$ cat src/rtl/alu_pipe_pkg.sv
// Opcode and FSM encodings plus decode helpers shared by the execute-stage ALU.
package alu_pkg;

  typedef enum logic [5:0] {
    OP_ADD  = 6'h00,
    OP_ADDI = 6'h01,
    OP_SUB  = 6'h02,
    OP_SUBI = 6'h03,
    OP_MUL  = 6'h04,
    OP_MULI = 6'h05,
    OP_OR   = 6'h06,
    OP_ORI  = 6'h07,
    OP_AND  = 6'h08,
    OP_ANDI = 6'h09,
    OP_XOR  = 6'h0A,
    OP_XORI = 6'h0B,
    OP_LDW  = 6'h0C,
    OP_STW  = 6'h0D,
    OP_BZ   = 6'h0E,
    OP_BEQ  = 6'h0F,
    OP_JR   = 6'h10
  } opcode_e;

  typedef enum logic [1:0] {
    ST_IDLE,
    ST_MUL,
    ST_HOLD
  } state_e;

  function automatic logic is_mem_op(input logic [5:0] op);
    is_mem_op = (op == OP_LDW) || (op == OP_STW);
  endfunction

  // Address generation shares the adder, so LDW/STW also take the immediate.
  function automatic logic is_imm_op(input logic [5:0] op);
    case (op)
      OP_ADDI, OP_SUBI, OP_MULI, OP_ORI, OP_ANDI, OP_XORI, OP_LDW, OP_STW: is_imm_op = 1'b1;
      default: is_imm_op = 1'b0;
    endcase
  endfunction

endpackage

$ cat src/rtl/alu_pipe_if.sv
// Decode-side request and MEM-side result bundle for the execute-stage ALU.
interface alu_pipe_if #(parameter int DATA_W = 32);
  logic              flush;
  logic              in_valid;
  logic              in_ready;
  logic [5:0]        op;
  logic [DATA_W-1:0] rs_val;
  logic [DATA_W-1:0] rt_val;
  logic [DATA_W-1:0] imm;
  logic [DATA_W-1:0] pc4;
  logic              out_valid;
  logic              out_ready;
  logic [DATA_W-1:0] out_result;
  logic              out_is_mem;
  logic              br_taken;
  logic [DATA_W-1:0] br_target;
  logic              ovf;
  logic              illegal;

  modport master (
    output flush, in_valid, op, rs_val, rt_val, imm, pc4, out_ready,
    input  in_ready, out_valid, out_result, out_is_mem, br_taken, br_target, ovf, illegal
  );

  modport slave (
    input  flush, in_valid, op, rs_val, rt_val, imm, pc4, out_ready,
    output in_ready, out_valid, out_result, out_is_mem, br_taken, br_target, ovf, illegal
  );
endinterface

$ cat src/rtl/alu_pipe_mul.sv
// Iterative signed multiplier: radix-2^MUL_STEP shift-add on operand magnitudes,
// with the sign applied to the final sum.
module alu_mul_iter #(
  parameter int DATA_W   = 32,
  parameter int MUL_STEP = 2
) (
  input  logic                clk,
  input  logic                rst_n,
  input  logic                i_kill,
  input  logic                i_start,
  input  logic [DATA_W-1:0]   i_a,
  input  logic [DATA_W-1:0]   i_b,
  output logic                o_done,
  output logic [2*DATA_W-1:0] o_product
);
  localparam int STEPS = DATA_W / MUL_STEP;
  localparam int CNT_W = $clog2(STEPS + 1);
  localparam int PW    = 2 * DATA_W;

  logic              r_busy;
  logic              r_neg;
  logic [CNT_W-1:0]  r_cnt;
  logic [PW-1:0]     r_mcand;
  logic [PW-1:0]     r_acc;
  logic [DATA_W-1:0] r_mplier;

  logic [DATA_W-1:0] w_absA;
  logic [DATA_W-1:0] w_absB;
  logic [PW-1:0]     w_partial;
  logic [PW-1:0]     w_sum;
  logic [PW-1:0]     w_mag;

  assign w_absA    = i_a[DATA_W-1] ? (~i_a + DATA_W'(1)) : i_a;
  assign w_absB    = i_b[DATA_W-1] ? (~i_b + DATA_W'(1)) : i_b;
  assign w_partial = r_mcand * PW'(r_mplier[MUL_STEP-1:0]);
  assign w_sum     = r_acc + w_partial;

  // The final step is forwarded combinationally; afterwards the accumulator holds it.
  assign w_mag     = r_busy ? w_sum : r_acc;
  assign o_product = r_neg ? (~w_mag + PW'(1)) : w_mag;
  assign o_done    = r_busy && (r_cnt == CNT_W'(1));

  always_ff @(posedge clk or negedge rst_n) begin
    if (!rst_n) begin
      r_busy   <= 1'b0;
      r_neg    <= 1'b0;
      r_cnt    <= '0;
      r_mcand  <= '0;
      r_acc    <= '0;
      r_mplier <= '0;
    end else if (i_kill) begin
      r_busy <= 1'b0;
    end else if (i_start) begin
      r_busy   <= 1'b1;
      r_neg    <= i_a[DATA_W-1] ^ i_b[DATA_W-1];
      r_cnt    <= CNT_W'(STEPS);
      r_mcand  <= PW'(w_absA);
      r_mplier <= w_absB;
      r_acc    <= '0;
    end else if (r_busy) begin
      r_acc    <= w_sum;
      r_mcand  <= r_mcand << MUL_STEP;
      r_mplier <= r_mplier >> MUL_STEP;
      r_cnt    <= r_cnt - CNT_W'(1);
      if (r_cnt == CNT_W'(1)) r_busy <= 1'b0;
    end
  end
endmodule

$ cat src/rtl/alu_pipe.sv
// Handshaked execute-stage ALU: single-cycle ops, address generation, branch
// resolution and an iterative signed multiplier behind a registered output.
module alu_pipe import alu_pkg::*; #(
  parameter int DATA_W   = 32,
  parameter int MUL_STEP = 2
) (
  input  logic     clk,
  input  logic     rst_n,
  alu_pipe_if.slave bus
);
  localparam int MSB = DATA_W - 1;

  state_e            r_state;
  logic              r_outValid;
  logic              r_isMem;
  logic              r_brTaken;
  logic              r_ovf;
  logic              r_illegal;
  logic [DATA_W-1:0] r_result;
  logic [DATA_W-1:0] r_brTarget;
  logic [DATA_W-1:0] r_mulPc4;

  logic                w_outFree;
  logic                w_accept;
  logic                w_isMul;
  logic                w_mulDone;
  logic                w_mulLoad;
  logic                w_mulOvf;
  logic [2*DATA_W-1:0] w_product;
  logic [DATA_W-1:0]   w_opB;
  logic [DATA_W-1:0]   w_sum;
  logic [DATA_W-1:0]   w_diff;
  logic [DATA_W-1:0]   w_result;
  logic [DATA_W-1:0]   w_target;
  logic                w_ovf;
  logic                w_isMem;
  logic                w_taken;
  logic                w_illegal;

  assign w_outFree    = !r_outValid || bus.out_ready;
  assign bus.in_ready = rst_n && (r_state == ST_IDLE) && w_outFree && !bus.flush;
  assign w_accept     = bus.in_valid && bus.in_ready;
  assign w_isMul      = (bus.op == OP_MUL) || (bus.op == OP_MULI);
  assign w_opB        = is_imm_op(bus.op) ? bus.imm : bus.rt_val;
  assign w_sum        = bus.rs_val + w_opB;
  assign w_diff       = bus.rs_val - w_opB;

  // Product fits in DATA_W signed bits only if the upper half repeats the result sign.
  assign w_mulOvf  = !((&w_product[2*DATA_W-1:MSB]) || !(|w_product[2*DATA_W-1:MSB]));
  assign w_mulLoad = w_outFree && (((r_state == ST_MUL) && w_mulDone) || (r_state == ST_HOLD));

  alu_mul_iter #(.DATA_W(DATA_W), .MUL_STEP(MUL_STEP)) u_mul (
    .clk       (clk),
    .rst_n     (rst_n),
    .i_kill    (bus.flush),
    .i_start   (w_accept && w_isMul),
    .i_a       (bus.rs_val),
    .i_b       (w_opB),
    .o_done    (w_mulDone),
    .o_product (w_product)
  );

  always_comb begin
    w_result  = '0;
    w_ovf     = 1'b0;
    w_isMem   = is_mem_op(bus.op);
    w_taken   = 1'b0;
    w_target  = bus.pc4;
    w_illegal = 1'b0;
    case (bus.op)
      OP_ADD, OP_ADDI: begin
        w_result = w_sum;
        w_ovf    = (bus.rs_val[MSB] == w_opB[MSB]) && (w_sum[MSB] != bus.rs_val[MSB]);
      end
      OP_SUB, OP_SUBI: begin
        w_result = w_diff;
        w_ovf    = (bus.rs_val[MSB] != w_opB[MSB]) && (w_diff[MSB] != bus.rs_val[MSB]);
      end
      OP_OR,  OP_ORI:  w_result = bus.rs_val | w_opB;
      OP_AND, OP_ANDI: w_result = bus.rs_val & w_opB;
      OP_XOR, OP_XORI: w_result = bus.rs_val ^ w_opB;
      OP_LDW, OP_STW:  w_result = w_sum;
      OP_BZ:           w_taken  = (bus.rs_val == '0);
      OP_BEQ:          w_taken  = (bus.rs_val == bus.rt_val);
      OP_JR:           w_taken  = 1'b1;
      OP_MUL, OP_MULI: w_result = '0;
      default:         w_illegal = 1'b1;
    endcase
    if (w_taken) w_target = (bus.op == OP_JR) ? bus.rs_val : (bus.pc4 + bus.imm);
  end

  always_ff @(posedge clk or negedge rst_n) begin
    if (!rst_n) begin
      r_state    <= ST_IDLE;
      r_outValid <= 1'b0;
      r_isMem    <= 1'b0;
      r_brTaken  <= 1'b0;
      r_ovf      <= 1'b0;
      r_illegal  <= 1'b0;
      r_result   <= '0;
      r_brTarget <= '0;
      r_mulPc4   <= '0;
    end else if (bus.flush) begin
      r_state    <= ST_IDLE;
      r_outValid <= 1'b0;
    end else begin
      if (r_outValid && bus.out_ready) r_outValid <= 1'b0;
      case (r_state)
        ST_IDLE: begin
          if (w_accept && w_isMul) begin
            r_state  <= ST_MUL;
            r_mulPc4 <= bus.pc4;
          end else if (w_accept) begin
            r_outValid <= 1'b1;
            r_result   <= w_result;
            r_ovf      <= w_ovf;
            r_isMem    <= w_isMem;
            r_brTaken  <= w_taken;
            r_brTarget <= w_target;
            r_illegal  <= w_illegal;
          end
        end
        ST_MUL:  if (w_mulDone) r_state <= w_outFree ? ST_IDLE : ST_HOLD;
        ST_HOLD: if (w_outFree) r_state <= ST_IDLE;
        default: r_state <= ST_IDLE;
      endcase
      if (w_mulLoad) begin
        r_outValid <= 1'b1;
        r_result   <= w_product[DATA_W-1:0];
        r_ovf      <= w_mulOvf;
        r_isMem    <= 1'b0;
        r_brTaken  <= 1'b0;
        r_brTarget <= r_mulPc4;
        r_illegal  <= 1'b0;
      end
    end
  end

  assign bus.out_valid  = r_outValid;
  assign bus.out_result = r_result;
  assign bus.out_is_mem = r_isMem;
  assign bus.br_taken   = r_brTaken;
  assign bus.br_target  = r_brTarget;
  assign bus.ovf        = r_ovf;
  assign bus.illegal    = r_illegal;
endmodule

$ cat src/flat_wrapper.sv
// flat-port wrapper written by rule: the top's interface ports become plain ports
module alu_pipe_flat import alu_pkg::*;
#(
  parameter int DATA_W   = 32,
  parameter int MUL_STEP = 2
)
  (clk, rst_n, bus_flush, bus_in_valid, bus_op, bus_rs_val, bus_rt_val, bus_imm, bus_pc4, bus_out_ready, bus_in_ready, bus_out_valid, bus_out_result, bus_out_is_mem, bus_br_taken, bus_br_target, bus_ovf, bus_illegal);
  alu_pipe_if #(.DATA_W(DATA_W)) bus_i ();
  input  logic clk;
  input  logic rst_n;
  input wire logic [$bits(bus_i.flush)-1:0] bus_flush;
  input wire logic [$bits(bus_i.in_valid)-1:0] bus_in_valid;
  input wire logic [$bits(bus_i.op)-1:0] bus_op;
  input wire logic [$bits(bus_i.rs_val)-1:0] bus_rs_val;
  input wire logic [$bits(bus_i.rt_val)-1:0] bus_rt_val;
  input wire logic [$bits(bus_i.imm)-1:0] bus_imm;
  input wire logic [$bits(bus_i.pc4)-1:0] bus_pc4;
  input wire logic [$bits(bus_i.out_ready)-1:0] bus_out_ready;
  output wire logic [$bits(bus_i.in_ready)-1:0] bus_in_ready;
  output wire logic [$bits(bus_i.out_valid)-1:0] bus_out_valid;
  output wire logic [$bits(bus_i.out_result)-1:0] bus_out_result;
  output wire logic [$bits(bus_i.out_is_mem)-1:0] bus_out_is_mem;
  output wire logic [$bits(bus_i.br_taken)-1:0] bus_br_taken;
  output wire logic [$bits(bus_i.br_target)-1:0] bus_br_target;
  output wire logic [$bits(bus_i.ovf)-1:0] bus_ovf;
  output wire logic [$bits(bus_i.illegal)-1:0] bus_illegal;
  assign bus_i.flush = bus_flush;
  assign bus_i.in_valid = bus_in_valid;
  assign bus_i.op = bus_op;
  assign bus_i.rs_val = bus_rs_val;
  assign bus_i.rt_val = bus_rt_val;
  assign bus_i.imm = bus_imm;
  assign bus_i.pc4 = bus_pc4;
  assign bus_i.out_ready = bus_out_ready;
  assign bus_in_ready = bus_i.in_ready;
  assign bus_out_valid = bus_i.out_valid;
  assign bus_out_result = bus_i.out_result;
  assign bus_out_is_mem = bus_i.out_is_mem;
  assign bus_br_taken = bus_i.br_taken;
  assign bus_br_target = bus_i.br_target;
  assign bus_ovf = bus_i.ovf;
  assign bus_illegal = bus_i.illegal;
  alu_pipe #(.DATA_W(DATA_W), .MUL_STEP(MUL_STEP)) u_core (.clk(clk), .rst_n(rst_n), .bus(bus_i));
endmodule
$ cat config.mk
export PLATFORM = sky130hd
export DESIGN_NAME = alu_pipe_flat
export DESIGN_NICKNAME = d
export VERILOG_FILES = /design/src/rtl/alu_pipe_pkg.sv /design/src/rtl/alu_pipe_if.sv /design/src/rtl/alu_pipe_mul.sv /design/src/rtl/alu_pipe.sv /design/src/flat_wrapper.sv
export SDC_FILE = /design/constraint.sdc
export NUM_CORES = 1
export LEC_CHECK = 0
export ABC_AREA = 1
export ABC_CLOCK_PERIOD_IN_PS = 5720
export CORE_MARGIN = 1.5
export CORE_UTILIZATION = 35
export CTS_BUF_LIST = sky130_fd_sc_hd__clkbuf_8
export DETAILED_ROUTE_END_ITERATION = 6
export PLACE_DENSITY_LB_ADDON = 0.05
export SLEW_MARGIN = 20
export SYNTH_ARGS = -nofsm -noshare
export SYNTH_HDL_FRONTEND = slang
export SYNTH_SLANG_ARGS = --single-unit
$ cat constraint.sdc
create_clock -name clk -period 5.72 [get_ports clk]
set_clock_uncertainty 0.15 [all_clocks]
set_input_delay 1.144 -clock clk [delete_from_list [all_inputs] [get_ports clk]]
set_output_delay 1.144 -clock clk [all_outputs]
set_load 0.02 [all_outputs]
# --- After elaboration in Yosys (flattened, before gate mapping) ---
# Memory sizes are Yosys's and may differ from the RTL's.
# Cells that the tools add are included.
classes:
  add_sub_neg: 8
  n_mul: 1
  n_eq_ne: 28
  muxes: 59
  bitwise: 8
  n_reduce_logical: 41
ops:
  columns: ["operator", "count"]
  rows:
  - ["32-bit two-way mux", 15]
  - ["64-bit two-way mux", 5]
  - ["32-bit one-hot mux with 5 select lines", 1]
  - ["32-bit by 1-bit adder with 32-bit output (second input constant)", 2]
  - ["32-bit adder", 2]
  - ["64-bit by 1-bit adder with 64-bit output (second input constant)", 1]
  - ["64-bit adder", 1]
  - ["64-bit by 2-bit multiplier with 64-bit output", 1]
  - ["32-bit NOT", 2]
  - ["64-bit NOT", 1]
  - ["6-bit by 4-bit equality test with 1-bit output (second input constant)", 8]
  - ["33-bit AND reduction", 1]
  - ["33-bit OR reduction", 1]
  - ["32-bit AND", 1]
  - ["32-bit equality test", 1]
  - ["32-bit logical NOT", 1]
  - ["32-bit OR", 1]
  - ["32-bit subtractor", 1]
  - ["32-bit bitwise XOR", 1]
  - ["1-bit two-way mux", 28]
  - ["6-bit by 3-bit equality test with 1-bit output (second input constant)", 4]
  - ["17-bit OR reduction", 1]
  - ["6-bit by 2-bit equality test with 1-bit output (second input constant)", 2]
  - ["1-bit logical AND", 11]
  - ["other kinds (28)", 52]
word_totals:
  ff_bits: 270
  romBits: 16
  wordCells: 161
  memories: 1
memory_table:
  columns: ["name", "depth", "width", "read_ports", "rd_ports_with_merged_regs", "wr", "line", "rtl"]
  rows:
  - ["(name not given)", 16, 1, 1, 0, 0, "alu_pipe_pkg.sv:36", "case (op)"]

# --- Longest topological paths before layout ---
logic_depth:
  word_depth: 11
  ltp_mapped: 37
  depth_no_buf: 36

# --- Modules after synthesis ---
# A second synthesis with hierarchy kept.
unflattened:
  cells_unflattened: 5818
  area_unflattened_um2: 33811.2
modules_own_cells:
  columns: ["mod", "n_inst", "cells_per_inst", "area_per_inst_um2", "seq_area_each_um2"]
  rows:
  - ["alu_mul_iter", 1, 3248, 19204.7, 4179.0]
  - ["alu_pipe", 1, 2570, 14606.5, 2577.5]

# --- Least setup slack after synthesis ---
# Ideal clock, no wire load.
synth_timing:
  path_kind: "input-to-reg"
  startpoint: "input bus_op[5]"
  endpoint: "register u_core.r_result[24], in the netlist u_core.bus.out_result[24]"
  setup_time_ns: 0.129
  arrival_ns: 4.567
  required_time_ns: 5.441
  setup_slack_ns: 0.874
  stages: 26
  n_path_buf: 1
  cell_sequence: "nor2_1 nand3_2 buf_6 o21ai_0 inv_1 ha_1 fa_1 nand2_1 nand2_1 nand2_1 nand2_1 nand2_1 nand2_1 a21oi_1 o21ai_0 a21boi_1 o21ai_0 a21boi_1 nor2_1 nor2_1 o21ai_0 or2_1 nand3_1 nand3_1 nand2_1 a31oi_1"
synth_via:
  elab_chain_cells: 9
synth_lines:
  columns: ["element", "line", "rtl"]
  rows:
  - ["from (decl)", "flat_wrapper.sv:13", "input wire logic [$bits(bus_i.op)-1:0] bus_op;"]
  - ["2-bit logical NOT", "alu_pipe_pkg.sv:36", null]
  - ["1-bit two-way mux", "alu_pipe_pkg.sv:36", null]
  - ["32-bit two-way mux", "alu_pipe.sv:44", "assign w_opB = is_imm_op(bus.op) ? bus.imm : bus.rt_val;"]
  - ["32-bit adder (tied with other cells)", "alu_pipe.sv:45", "assign w_sum = bus.rs_val + w_opB;"]
  - ["32-bit one-hot mux with 5 select lines", "alu_pipe.sv:70", "case (bus.op)"]
  - ["32-bit two-way mux", "alu_pipe.sv:113", "end else if (w_accept) begin"]
  - ["32-bit two-way mux", "alu_pipe.sv:110", "if (w_accept && w_isMul) begin"]
  - ["32-bit two-way mux", "alu_pipe.sv:108", "case (r_state)"]
  - ["32-bit two-way mux", "alu_pipe.sv:127", "if (w_mulLoad) begin"]
  - ["to (signal assigned)", "alu_pipe.sv:115", "r_result <= w_result;"]
  - ["to (signal assigned)", "alu_pipe.sv:129", "r_result <= w_product[DATA_W-1:0];"]
  - ["to (decl)", "alu_pipe.sv:19", "logic [DATA_W-1:0] r_result;"]
# Several ways; a longest one is shown, not always the timed one. The select of a mux whose other input is x is not followed.
# A chain may end at the register's enable or synchronous reset.

# --- Final worst setup path ---
layout_timing:
  startpoint: "register u_core.u_mul.r_mplier[1]"
  endpoint: "register u_core.r_ovf, in the netlist u_core.bus.ovf"
layout_via:
  elab_chain_cells: 11
layout_lines:
  columns: ["element", "line", "rtl"]
  rows:
  - ["from (decl)", "alu_pipe_mul.sv:25", "logic [DATA_W-1:0] r_mplier;"]
  - ["from (signal assigned)", "alu_pipe_mul.sv:58", "r_mplier <= w_absB;"]
  - ["from (signal assigned)", "alu_pipe_mul.sv:63", "r_mplier <= r_mplier >> MUL_STEP;"]
  - ["64-bit by 2-bit multiplier with 64-bit output *", "alu_pipe_mul.sv:35", "assign w_partial = r_mcand * PW'(r_mplier[MUL_STEP-1:0]);"]
  - ["64-bit adder *", "alu_pipe_mul.sv:36", "assign w_sum = r_acc + w_partial;"]
  - ["64-bit two-way mux *", null, null]
  - ["64-bit NOT", "alu_pipe_mul.sv:40", "assign o_product = r_neg ? (~w_mag + PW'(1)) : w_mag;"]
  - ["64-bit by 1-bit adder with 64-bit output", "alu_pipe_mul.sv:40", null]
  - ["64-bit two-way mux *", "alu_pipe_mul.sv:40", null]
  - ["33-bit OR reduction", "alu_pipe.sv:49", "assign w_mulOvf = !((&w_product[2*DATA_W-1:MSB]) || !(|w_product[2*DATA_W-1:MSB]));"]
  - ["1-bit logical NOT", "alu_pipe.sv:49", null]
  - ["1-bit logical OR *", "alu_pipe.sv:49", null]
  - ["1-bit logical NOT *", "alu_pipe.sv:49", null]
  - ["1-bit two-way mux *", "alu_pipe.sv:127", null]
  - ["to (signal assigned)", "alu_pipe.sv:116", "r_ovf <= w_ovf;"]
  - ["to (signal assigned)", "alu_pipe.sv:130", "r_ovf <= w_mulOvf;"]
  - ["to (decl)", "alu_pipe.sv:17", "logic r_ovf;"]
# Every way passes the cells marked *; elsewhere a longest branch is shown, timed or not.

==> impl_metrics.json <==
{
  "outcome": "finished, final reports clean",
  "die-area_mm2": 0.09353,
  "grt_first_pass_wirelength_um": 227400,
  "combPwrFrac_pct": 53.2,
  "power_mw": 10.86,
  "avgSynthCellArea_um2": 6.000,
  "die_h_um": 305.8,
  "drc_errors": 0,
  "crit_top_cell": "nand2_1",
  "p_leak_nw": 20.61,
  "vias_per_cell": 5.239,
  "max_cap_violations": 0,
  "required_ns": 6.21,
  "wl_um": 155400,
  "maxSlewViolCount": 0,
  "die-width_um": 305.8,
  "core_mm2": 0.09042,
  "arrival_ns": 5.85,
  "synth_top_area_cell": "dfrtp_1",
  "crit_path_end_kind": "flop",
  "synth_flop_cell": "dfrtp_1",
  "seq_power_share_pct": 24.0,
  "worstSetupPathType": "reg2reg",
  "via_count": 36270,
  "gr-total-overflow": 0,
  "p_sw_mw": 5.134,
  "wl_per_cell_um": 22.45,
  "place.gp.congestion": 1.053,
  "drive_gt1_share_pct": 9.105,
  "cts.path.max_buffers": 3,
  "power.density_mw_per_mm2": 283.2,
  "slowest_stage": "dfrtp_4",
  "final_cells": 6923,
  "p_int_mw": 5.727,
  "detail-route-antenna-nets": 0,
  "async_flop_share_pct": 100.0,
  "hold_viol": 0,
  "insertion_delay_ns": 0.77,
  "grt_use_total_pct": 32.58,
  "synthDistinctLibCells": 61,
  "setup_viol": 0,
  "syn_nets": 5748,
  "cts.clk_slew.worst_paths_ns": 0.06,
  "syn_area_mm2": 0.03210,
  "ys_seq_area_share_pct": 21.05,
  "cp_max_fo": 11,
  "max_freq_ghz": 0.1865,
  "stdcell_area_mm2": 0.03835,
  "ios": 209,
  "p_sw_share_pct": 47.27,
  "synthMostInstantiatedCell": "nand2_1",
  "max_slew.worst_pin.slew_ns": 0.9758,
  "numCtsBuffers": 58,
  "antenna_found_initial": 14,
  "ys_top_cells_by_count": "nand2_1, inv_1, nor2_1",
  "yosysWarnings": 0,
  "synth_cells": 5349,
  "ys_ff_latch": 270,
  "hold_class": "in2async",
  "critPathMaxStageDelay_ns": 0.57,
  "dr.first_iter.drc_count": 3216,
  "yosysTopAreaCellShare_pct": 21.05,
  "peakVddDrop_v": 0.0001780,
  "dp_hpwl_um": 127500,
  "first_pass_iters": 6,
  "rsz0062_at_grt": "false",
  "place_area_mm2": 0.03695,
  "finalCritPeriodShare_pct": 93.74,
  "period_minus_slack_ns": 5.362,
  "syn_to_final_growth_pct": 19.50,
  "cts_tree": "yes",
  "rows": 110,
  "fin_nets": 6095,
  "grt_pass1_vias": 34950,
  "pwr-share-clk_pct": 22.8,
  "placedCellCount": 6807,
  "synth_edf_count": 0,
  "htreeDepth": 2,
  "cts_root_buf": "clkbuf_8",
  "synth.area.top_cells": "dfrtp_1, nand2_1, inv_1, ha_1, a21oi_1",
  "start_kind": "flop",
  "port_buffers": 208,
  "grt_max_degree": 146,
  "cts.sinks": 270,
  "start_util_pct": 35.49,
  "relSlewSlack_pct": 34.26
}
## registers in the layout, summed over array words and instances, names as in the netlist, 2 cells and up
signal,count
u_core.u_mul.r_mplier,32
u_core.bus.out_result,32
u_core.r_state,2
u_core.u_mul.r_mcand,64
u_core.bus.br_target,32
u_core.u_mul.r_cnt,5
u_core.u_mul.r_acc,64
u_core.r_mulPc4,32
## power groups by stage
stage	clock [mW]	sequential (mW)	combinational [mW]
6_report	2.48	2.60	5.78
3_3_place_gp	0	2.63	5.66
5_1_grt	2.62	2.64	6.39
2_1_floorplan	0	2.71	3.34
4_1_cts	2.55	2.60	5.71
3_5_place_dp	0	2.63	5.67
## cell usage in the layout, fill, tap and decap left out, drive strengths merged, types with 6 or more instances in the layout
| cell | Yosys | final |
|---|---|---|
| or2 | 34 | 34 |
| bufinv | 0 | 6 |
| a21boi | 17 | 17 |
| buf | 54 | 261 |
| o211ai | 48 | 48 |
| clkdlybuf4s50 | 0 | 207 |
| dfrtp | 270 | 270 |
| nor4 | 14 | 14 |
| fa | 66 | 66 |
| nand3 | 345 | 345 |
| nand3b | 8 | 8 |
| o31ai | 10 | 10 |
| o221ai | 21 | 21 |
| and2 | 6 | 6 |
| xor2 | 42 | 42 |
| ha | 194 | 194 |
| clkbuf | 128 | 73 |
| a221oi | 18 | 18 |
| nand4 | 55 | 55 |
| inv | 861 | 879 |
| xnor2 | 26 | 26 |
| o21ai | 320 | 320 |
| clkinv | 10 | 21 |
| nor3 | 45 | 45 |
| a31oi | 33 | 33 |
| o21a | 14 | 14 |
| a21oi | 355 | 355 |
| nor2 | 445 | 445 |
| nand2 | 1774 | 1774 |
| o22ai | 114 | 114 |
| o21bai | 10 | 10 |
## critical path: cells and delay by family, from the launching register on
family,cells,cell delay [ns]
buffers and inverters,2,0.09
AND/OR/NAND/NOR,24,3.30
adder cells (fa/ha/maj),3,1.18
flip-flops,1,0.57
## cell type report
cell class / instances / area [um^2]
Tap cell: 1176 / 1471
Clock inverter: 36 / 329.1
Clock buffer: 72 / 991.0
Timing Repair Buffer: 469 / 4164
Multi-Input combinational cell: 4026 / 21350
Inverter: 871 / 3272
Sequential cell: 270 / 6766
Fill cell: 9902 / 52070
Antenna cell: 3 / 7.507
## cell families after synthesis
family,Yosys count,share of synthesized area (%)
AO/OA/AOI/OAI,971,17.19
XOR/XNOR,68,1.856
adder cells (fa/ha/maj),260,11.68
buffers and inverters,1053,12.59
flip-flops,270,21.05
AND/OR/NAND/NOR,2727,35.63
## metrics by stage
stage / utilization, % / hold WS, ns / setup TNS [ns] / worst slack (ns)
after floorplan: - / 0.2867 / 0 / 0.8741
after global placement: 40.87 / 0.2998 / -0.1177 / -0.1177
after detailed placement: 40.87 / 0.3030 / -0.1431 / -0.1193
after CTS: 42.33 / 0.1113 / 0 / 0.2939
after global routing: 42.41 / 0.1429 / 0 / 0.002909
final: 42.42 / 0.1670 / 0 / 0.3579
## metal layers
layer,global-route usage [%],routed length (um),vias to the layer above
met4,15.12,8112,16
li1,-,-,17820
met3,4.037,9306,310
met1,42.85,67720,16890
met2,53.11,70190,1232
met5,0,95,-
## path summary, 6_finish.rpt
check / from / endpoint / slack [ns] / depth (start not counted)
max: u_core.u_mul.r_mplier[1] / u_core.bus.ovf / 0.36 / 29
min: rst_n / u_core.u_mul.r_acc[53] / 0.17 / 1
max reg2reg: u_core.u_mul.r_mplier[1] / u_core.bus.ovf / 0.36 / 29
min reg2reg: u_core.r_mulPc4[21] / u_core.r_mulPc4[21] / 0.31 / 2
max in group asynchronous: rst_n / u_core.u_mul.r_mplier[1] / 3.34 / 3
min in group clk: u_core.r_mulPc4[21] / u_core.r_mulPc4[21] / 0.31 / 2
## timing repair
item	4_1_cts	5_1_grt
hold buffers	0	0
endpoints found under the setup margin	0	1
buffers inserted	0	4
gates resized for setup	0	7
No activity file was read; power rests on OpenSTA's default activity.
